## config.mk

```make
export PLATFORM = sky130hd
export DESIGN_NAME = banner_rotator_flat
export DESIGN_NICKNAME = d
export VERILOG_FILES = /design/src/rtl/banner_rotator_if.sv /design/src/rtl/banner_rotator.sv /design/src/flat_wrapper.sv
export SDC_FILE = /design/constraint.sdc
export NUM_CORES = 1
export LEC_CHECK = 0
export BUFFER_PORTS_ARGS = -buffer_cell sky130_fd_sc_hd__buf_4
export CAP_MARGIN = 10
export CORE_ASPECT_RATIO = 0.6
export CORE_UTILIZATION = 53
export CTS_CLUSTER_DIAMETER = 30
export DETAILED_ROUTE_END_ITERATION = 16
export PLACE_DENSITY_LB_ADDON = 0.3
export SLEW_MARGIN = 20
export SYNTH_ARGS = -nofsm -noshare
export SYNTH_HDL_FRONTEND = slang
export SYNTH_SLANG_ARGS = --single-unit
```

## constraint.sdc

```tcl
create_clock -name clk_i -period 3.85 [get_ports clk_i]
set_input_delay 0.385 -clock clk_i [delete_from_list [all_inputs] [get_ports clk_i]]
set_output_delay 0.385 -clock clk_i [all_outputs]
set_load 0.05 [all_outputs]
```

## src/rtl/banner_rotator_if.sv

```systemverilog
// banner_rotator_if: control inputs and digit outputs of the banner rotator
interface banner_rotator_if #(
  parameter int N_DIGITS = 10
) ();
  localparam int PW = $clog2(N_DIGITS);
  logic                  en_i;
  logic                  dir_i;
  logic                  load_i;
  logic [4*N_DIGITS-1:0] msg_i;
  logic [3:0]            in0_o;
  logic [3:0]            in1_o;
  logic [3:0]            in2_o;
  logic [3:0]            in3_o;
  logic [PW-1:0]         pos_o;
  logic                  step_o;
  modport master (
    output en_i, dir_i, load_i, msg_i,
    input  in0_o, in1_o, in2_o, in3_o, pos_o, step_o
  );
  modport slave (
    input  en_i, dir_i, load_i, msg_i,
    output in0_o, in1_o, in2_o, in3_o, pos_o, step_o
  );
endinterface

```

## src/rtl/banner_rotator.sv

```systemverilog
// banner_rotator: rotates a stored digit message into four mux digit slots
module banner_rotator #(
  parameter int N_DIGITS   = 10,
  parameter int TICK_COUNT = 50_000_000
) (
  input logic             clk_i,
  input logic             rst_ni,
  banner_rotator_if.slave bus
);
  localparam int PW = $clog2(N_DIGITS);
  localparam int TW = $clog2(TICK_COUNT);
  localparam logic [PW-1:0] P_LAST = PW'(N_DIGITS - 1);
  localparam logic [PW-1:0] P_ONE  = PW'(1);
  localparam logic [TW-1:0] T_LAST = TW'(TICK_COUNT - 1);
  localparam logic [TW-1:0] T_ONE  = TW'(1);
  logic [4*N_DIGITS-1:0] msg_q, msg_d;
  logic [PW-1:0]         pos_q, pos_d;
  logic [TW-1:0]         tick_q, tick_d;
  logic                  step_q, step_d;
  logic                  term;
  // wrap via compare-and-subtract; pos+k never exceeds 2*N_DIGITS-1
  function automatic logic [3:0] digit_at(input logic [4*N_DIGITS-1:0] m,
                                          input logic [PW-1:0] p, input int k);
    logic [PW:0] s;
    s = {1'b0, p} + (PW+1)'(k);
    s = s >= (PW+1)'(N_DIGITS) ? s - (PW+1)'(N_DIGITS) : s;
    return m[4*s +: 4];
  endfunction
  always_comb begin
    term   = bus.en_i && tick_q == T_LAST;
    msg_d  = bus.load_i ? bus.msg_i : msg_q;
    tick_d = bus.load_i ? '0 : !bus.en_i ? tick_q : term ? '0 : tick_q + T_ONE;
    step_d = !bus.load_i && term;
    pos_d  = bus.load_i ? '0 :
             !term      ? pos_q :
             bus.dir_i  ? (pos_q == '0 ? P_LAST : pos_q - P_ONE) :
                          (pos_q == P_LAST ? '0 : pos_q + P_ONE);
  end
  always_ff @(posedge clk_i)
    if (!rst_ni) begin
      msg_q  <= '0;
      pos_q  <= '0;
      tick_q <= '0;
      step_q <= 1'b0;
    end else begin
      msg_q  <= msg_d;
      pos_q  <= pos_d;
      tick_q <= tick_d;
      step_q <= step_d;
    end
  assign bus.in3_o  = digit_at(msg_q, pos_q, 0);
  assign bus.in2_o  = digit_at(msg_q, pos_q, 1);
  assign bus.in1_o  = digit_at(msg_q, pos_q, 2);
  assign bus.in0_o  = digit_at(msg_q, pos_q, 3);
  assign bus.pos_o  = pos_q;
  assign bus.step_o = step_q;
endmodule

```

## src/flat_wrapper.sv

```systemverilog
// flat-port wrapper written by rule: the top's interface ports become plain ports
module banner_rotator_flat 
#(
  parameter int N_DIGITS   = 10,
  parameter int TICK_COUNT = 50_000_000
)
  (clk_i, rst_ni, bus_en_i, bus_dir_i, bus_load_i, bus_msg_i, bus_in0_o, bus_in1_o, bus_in2_o, bus_in3_o, bus_pos_o, bus_step_o);
  banner_rotator_if #(.N_DIGITS(N_DIGITS)) bus_i ();
  input logic clk_i;
  input logic rst_ni;
  input wire logic [$bits(bus_i.en_i)-1:0] bus_en_i;
  input wire logic [$bits(bus_i.dir_i)-1:0] bus_dir_i;
  input wire logic [$bits(bus_i.load_i)-1:0] bus_load_i;
  input wire logic [$bits(bus_i.msg_i)-1:0] bus_msg_i;
  output wire logic [$bits(bus_i.in0_o)-1:0] bus_in0_o;
  output wire logic [$bits(bus_i.in1_o)-1:0] bus_in1_o;
  output wire logic [$bits(bus_i.in2_o)-1:0] bus_in2_o;
  output wire logic [$bits(bus_i.in3_o)-1:0] bus_in3_o;
  output wire logic [$bits(bus_i.pos_o)-1:0] bus_pos_o;
  output wire logic [$bits(bus_i.step_o)-1:0] bus_step_o;
  assign bus_i.en_i = bus_en_i;
  assign bus_i.dir_i = bus_dir_i;
  assign bus_i.load_i = bus_load_i;
  assign bus_i.msg_i = bus_msg_i;
  assign bus_in0_o = bus_i.in0_o;
  assign bus_in1_o = bus_i.in1_o;
  assign bus_in2_o = bus_i.in2_o;
  assign bus_in3_o = bus_i.in3_o;
  assign bus_pos_o = bus_i.pos_o;
  assign bus_step_o = bus_i.step_o;
  banner_rotator #(.N_DIGITS(N_DIGITS), .TICK_COUNT(TICK_COUNT)) u_core (.clk_i(clk_i), .rst_ni(rst_ni), .bus(bus_i));
endmodule
```

### Word-level counts from Yosys, hierarchy flattened

Index checks and enable logic that the tools add are counted.

| cells by class | value |
|---|---|
| $add $sub $neg | 10 |
| equal/unequal tests | 2 |
| reduce and logical (&&, ||, !) cells | 5 |
| shifts and indexed selects | 4 |
| muxes and demuxes | 8 |
| bitwise gates (word level) | 1 |
| order comparisons | 4 |

Operator list:

| operator | number |
|---|---|
| $shiftx 40x8->4 | 4 |
| $add 26x1->26 const B | 1 |
| $eq 26x26->1 const B | 1 |
| $mux 26 | 1 |
| $mux 5 | 4 |
| $ge 5x4->1 const B | 3 |
| $sub 5x4->5 const B | 3 |
| $mux 4 | 3 |
| $add 4x2->5 const B | 2 |
| $add 4x1->5 const B | 1 |
| $sub 4x4->5 const B | 1 |
| $add 4x1->4 const B | 1 |
| $eq 4x4->1 const B | 1 |
| $ge 4x4->1 const B | 1 |
| $logic_not 4->1 | 1 |
| $sub 4x1->4 const B | 1 |
| $logic_and 1x1->1 | 2 |
| $reduce_or 2->1 | 1 |
| $logic_not 1->1 | 1 |
| $not 1->1 | 1 |

| storage, ports and cells | value |
|---|---|
| word-level logic and storage cells | 38 |
| bits of input ports | 45 |
| output and inout bits | 21 |
| register bits after elaboration | 71 |

### Longest topological paths before layout

| depth | value |
|---|---|
| depth after elaboration | 4 |
| mapped depth | 15 |
| gate-level depth less buffers | 10 |

### Worst setup path after synthesis

Ideal clock, no wire load.

| timing | value |
|---|---|
| kind | reg-to-output |
| from | register u_core.pos_q[0] (netlist: u_core.bus.pos_o[0]) |
| to | output port bus_in0_o[3] |
| buffers on the path | 4 |
| arrival | 4621 ps |
| setup slack | -1156 ps |
| stages on the path, launching flop included | 15 |
| path through | dfxtp_1 -> buf_2 -> clkinv_1 -> clkbuf_1 -> clkbuf_1 -> ha_1 -> buf_2 -> xor2_1 -> ha_1 -> nand2b_1 -> a221oi_2 -> a22oi_2 -> mux2_2 -> a22oi_1 -> o221ai_1 |

| between the ends | value |
|---|---|
| word-level cells in the longest chain between the ends | 4 |
| elaborated cells between the ends (all ways) | 5 |
| classes of those cells | 2 x add/sub; 1 x order compare; 1 x shift; 1 x mux |

Ends and longest elaborated chain:

| what | line | RTL |
|---|---|---|
| from (decl) | banner_rotator.sv:17 | `logic [PW-1:0] pos_q, pos_d;` |
| from (signal assigned) | banner_rotator.sv:47 | `pos_q <= pos_d;` |
| $add 4x2->5 (*) | banner_rotator.sv:25 | `s = {1'b0, p} + (PW+1)'(k);` |
| $sub 5x4->5 / $ge 5x4->1 (equally long branches) | banner_rotator.sv:26 | `s = s >= (PW+1)'(N_DIGITS) ? s - (PW+1)'(N_DIGITS) : s;` |
| $mux 5 (*) | banner_rotator.sv:26 |  |
| $shiftx 40x8->4 (*) | banner_rotator.sv:27 | `return m[4*s +: 4];` |
| to (decl) | flat_wrapper.sv:15 | `output wire logic [$bits(bus_i.in0_o)-1:0] bus_in0_o;` |

Every way passes the cells marked *; elsewhere a longest branch is shown, timed or not.

### Worst setup path after layout

| timing | value |
|---|---|
| from | register u_core.pos_q[0] (netlist: u_core.bus.pos_o[0]) |
| to | output port bus_in2_o[3] |

| between the ends | value |
|---|---|
| word-level cells in the longest chain between the ends | 4 |
| elaborated cells between the ends (all ways) | 5 |
| classes of those cells | 2 x add/sub; 1 x order compare; 1 x shift; 1 x mux |

Ends and longest elaborated chain:

| what | line | RTL |
|---|---|---|
| $add 4x1->5 (*) | banner_rotator.sv:25 |  |
| $sub 5x4->5 / $ge 5x4->1 (equally long branches) | banner_rotator.sv:26 |  |
| $mux 5 (*) | banner_rotator.sv:26 |  |
| $shiftx 40x8->4 (*) | banner_rotator.sv:27 |  |
| to (decl) | flat_wrapper.sv:17 | `output wire logic [$bits(bus_i.in2_o)-1:0] bus_in2_o;` |

Marked as above.

==> key figures <==
Drt
  • Via count: 4960
  • 1st-iter DRT viols: 640
  • DRC viols: 0
  • Detailed-router iteration count before antenna repair: 6
  • DR WL met3: 1981 µm
  • Metal-1 WL: 7008 µm
  • Met2 WL: 6029 µm
  • Final ANT Viol Nets: 0
  • Drt total wl: 15300 µm
  • Top Layer Used: met4
  • Routed WL per cell: 19.69 µm
  • Detail-routed via count per cell: 6.384

STA
  • Fin. Hold Viols: 0
  • Slew margin rel.: 0.4295
  • Least-Margin Pin Slew: 855.8 ps
  • Worst hold margin: 301.3 ps
  • RSZ-0062 raised after global routing: false
  • Worst clock skew: 5.942 ps
  • Min Clock Period, post-route: 3746 ps
  • Fmax: 266.9 MHz
  • Final slew viol count: 0
  • Fin crit share: 0.9730
  • Setup TNS Final: 0 ps
  • Final setup violation count: 0

Yosys
  • Post-Syn Area: 5279 µm²
  • Synth area leaders: dfxtp_1 (27%), mux2i_1 (12%), nor2b_1 (5.7%)
  • Sequential element share of the synthesized area: 0.2693
  • Synth area leader: dfxtp_1
  • Post-synth EDFFs: 0
  • Syn_nets: 647
  • Mean Syn Cell Area: 8.993 µm²
  • Ys flop type: dfxtp_1
  • Yosys warnings: 0
  • Synth top area share: 0.2693
  • Gate Count Post-Synth: 587
  • Unique masters post-synth: 69
  • #FFs+latches synth: 71
  • Post-synthesis async set-or-reset flop share: 0

Run status
  • Outcome: completed

Floorplan
  • Die H: 79.31 µm
  • Die Area: 10380 µm²
  • Rows: 27
  • Die W: 130.8 µm
  • Initial Util: 0.5601
  • Core area: 9425 µm²
  • I/O pin count: 66

CTS
  • Hold_buf cts: 0
  • Bufs on Longest Clock Path: 2
  • H-tree depth: 3
  • CTS root buf: clkbuf_16
  • CTS sink count: 71
  • CTS tree: done
  • Worst skew pair latency: 340 ps
  • Total CTS buffers: 9
  • Clock-pin slew on the worst setup and hold paths: 60 ps

Hold path
  • HP Class: in2reg
  • Min-delay src: bus_msg_i[10]

Placed design
  • IO buf count: 65
  • Placement Cell Area: 5924 µm²
  • DP HPWL: 11470 µm
  • RD Place Congestion: 0.9819

Job
  • Maximum Capacitance Violations: 0

Final layout
  • Post-Layout Inst Area: 6320 µm²
  • Area added between synthesis and finish: 19.72%
  • Layout cells sized above 1: 0.2272
  • N_diodes: 0
  • FILL cells: 742
  • Nets: 702

Pwr
  • Leak pwr: 2.501 nW
  • Power Density: 307.2 nW/µm²
  • Max VDD drop: 0.0002191 V

Worst setup path
  • CP startpoint kind: flop
  • Setup crit start: u_core.bus.pos_o[0]$_SDFFE_PP0P_
  • Setup crit end kind: output port
  • Crit-path max FO: 37
  • Critical Path RT: 3460 ps
  • Worst r2r src: u_core.tick_q[0]$_SDFFE_PP0P_
  • Data arrival, critical path: 3360 ps
  • CP Class: reg2out

GRT
  • Largest net degree at the start of global routing: 42
  • Initial antenna violation count: 0
  • Vias in the first global route: 4593
  • Grt total ovfl: 0
  • All-layer global routing usage: 0.3053
  • First-pass GRT wire length: 23940 µm
[registers in the layout (all words and copies together) (netlist names)]
name,count
u_core.bus.pos_o,4
u_core.bus.step_o,1
u_core.msg_q,40
u_core.tick_q,26
[synthesized netlist by cell type (all sizes together), types with 4 or more instances]
cell type  count
and3           6
o32ai          4
nand4          9
a221oi         5
mux4          18
nand3b         4
inv           13
o22ai          5
mux2i         62
o221ai         5
o21ai         15
a21boi         4
xor2          19
a32oi          4
o211ai         4
a21oi         22
nand2b        11
or2            5
and2           8
nand3         20
clkbuf        17
a22oi          9
mux2           7
a31oi          6
nor2b         48
xnor2          9
ha            15
buf           19
a21o           5
nand2         35
nor4b          4
a211o          5
nor2          44
nor3           9
dfxtp         71
[per-stage QoR]
step           total power [mW]  std cells  utilization  setup WS [ps]
2_1_floorplan            0.9394        587            -          10.61
3_3_place_gp              1.023        759       0.6286          421.1
3_5_place_dp              1.031        759       0.6286          320.1
4_1_cts                   1.943        775       0.6637          12.93
5_1_grt                   2.000        777       0.6705          8.196
6_report                  1.941        777       0.6705          103.8
[cell type report]
cell class / instances / area, µm² / share of cell area
sequential: 71 / 1428 / 0.2259
clock buffer: 9 / 225.2 / 0.03564
clock inverter: 7 / 102.6 / 0.01623
inverter: 14 / 57.56 / 0.009107
timing repair buffer: 80 / 604.3 / 0.09562
multi-input combinational: 466 / 3740 / 0.5918
tap: 130 / 162.7 / 0.02574
[layer usage]
metal | GRT usage | vias up
li1 | - | 2287
met1 | 0.4405 | 2320
met4 | 0.1011 | 0
met5 | 0 | -
met3 | 0.1166 | 34
met2 | 0.4069 | 319
[worst max-delay path, stage by stage, from the launching register on]
cell and delay (ps):
dfxtp_4 410, buf_6 310, ha_1 280, or3b_1 400
and4_4 220, a311oi_4 260, buf_4 220, mux4_1 290
a221o_2 400, buf_4 200
[where the power goes]
part           total, mW  switching [mW]  internal (mW)
logic              0.221           0.111          0.109
registers          0.802          0.0423          0.760
clock network      0.919           0.345          0.574
total               1.94           0.498           1.44
[worst paths after layout]
| kind | to | slack, ps | cells after the start |
|---|---|---|---|
| worst min-delay path | u_core.msg_q[10]$_SDFFE_PN0P_ | 300 | 3 |
| worst min register to register | u_core.tick_q[1]$_SDFFE_PP0P_ | 500 | 2 |
| worst max-delay path | bus_in2_o[3] | 100 | 9 |
| worst max register to register | u_core.tick_q[5]$_SDFFE_PP0P_ | 1310 | 6 |
[cells in the final DEF, fill, tap and decap left out, drive strengths merged, types with 6 or more instances in the layout]
master / instances
a21oi: 22
a22oi: 9
a31oi: 6
and2: 8
and3: 6
buf: 80
clkbuf: 9
dfxtp: 71
ha: 15
inv: 15
mux2: 7
mux2i: 62
mux4: 18
nand2: 35
nand2b: 11
nand3: 20
nand4: 9
nor2: 44
nor2b: 48
nor3: 9
o21ai: 15
xnor2: 9
xor2: 19
[logic make-up after synthesis]
group / Yosys count / share of synthesized area
and+or+nand+nor: 219 / 0.2245
AOI/OAI and AO/OA: 117 / 0.1650
muxes: 87 / 0.2174
DFF: 71 / 0.2693
buffers and inverters: 50 / 0.04195
xor gates and xnor gates: 28 / 0.04646
adders and majority gates: 15 / 0.03555
[what timing repair did]
| action | in CTS | in global routing |
|---|---|---|
| endpoints found under the setup margin | 3 | 7 |
| pin swaps | 1 | 1 |
| buffers inserted | 0 | 2 |
| gates resized for setup | 2 | 9 |
Note: power is estimated with default switching activity, not from simulation.
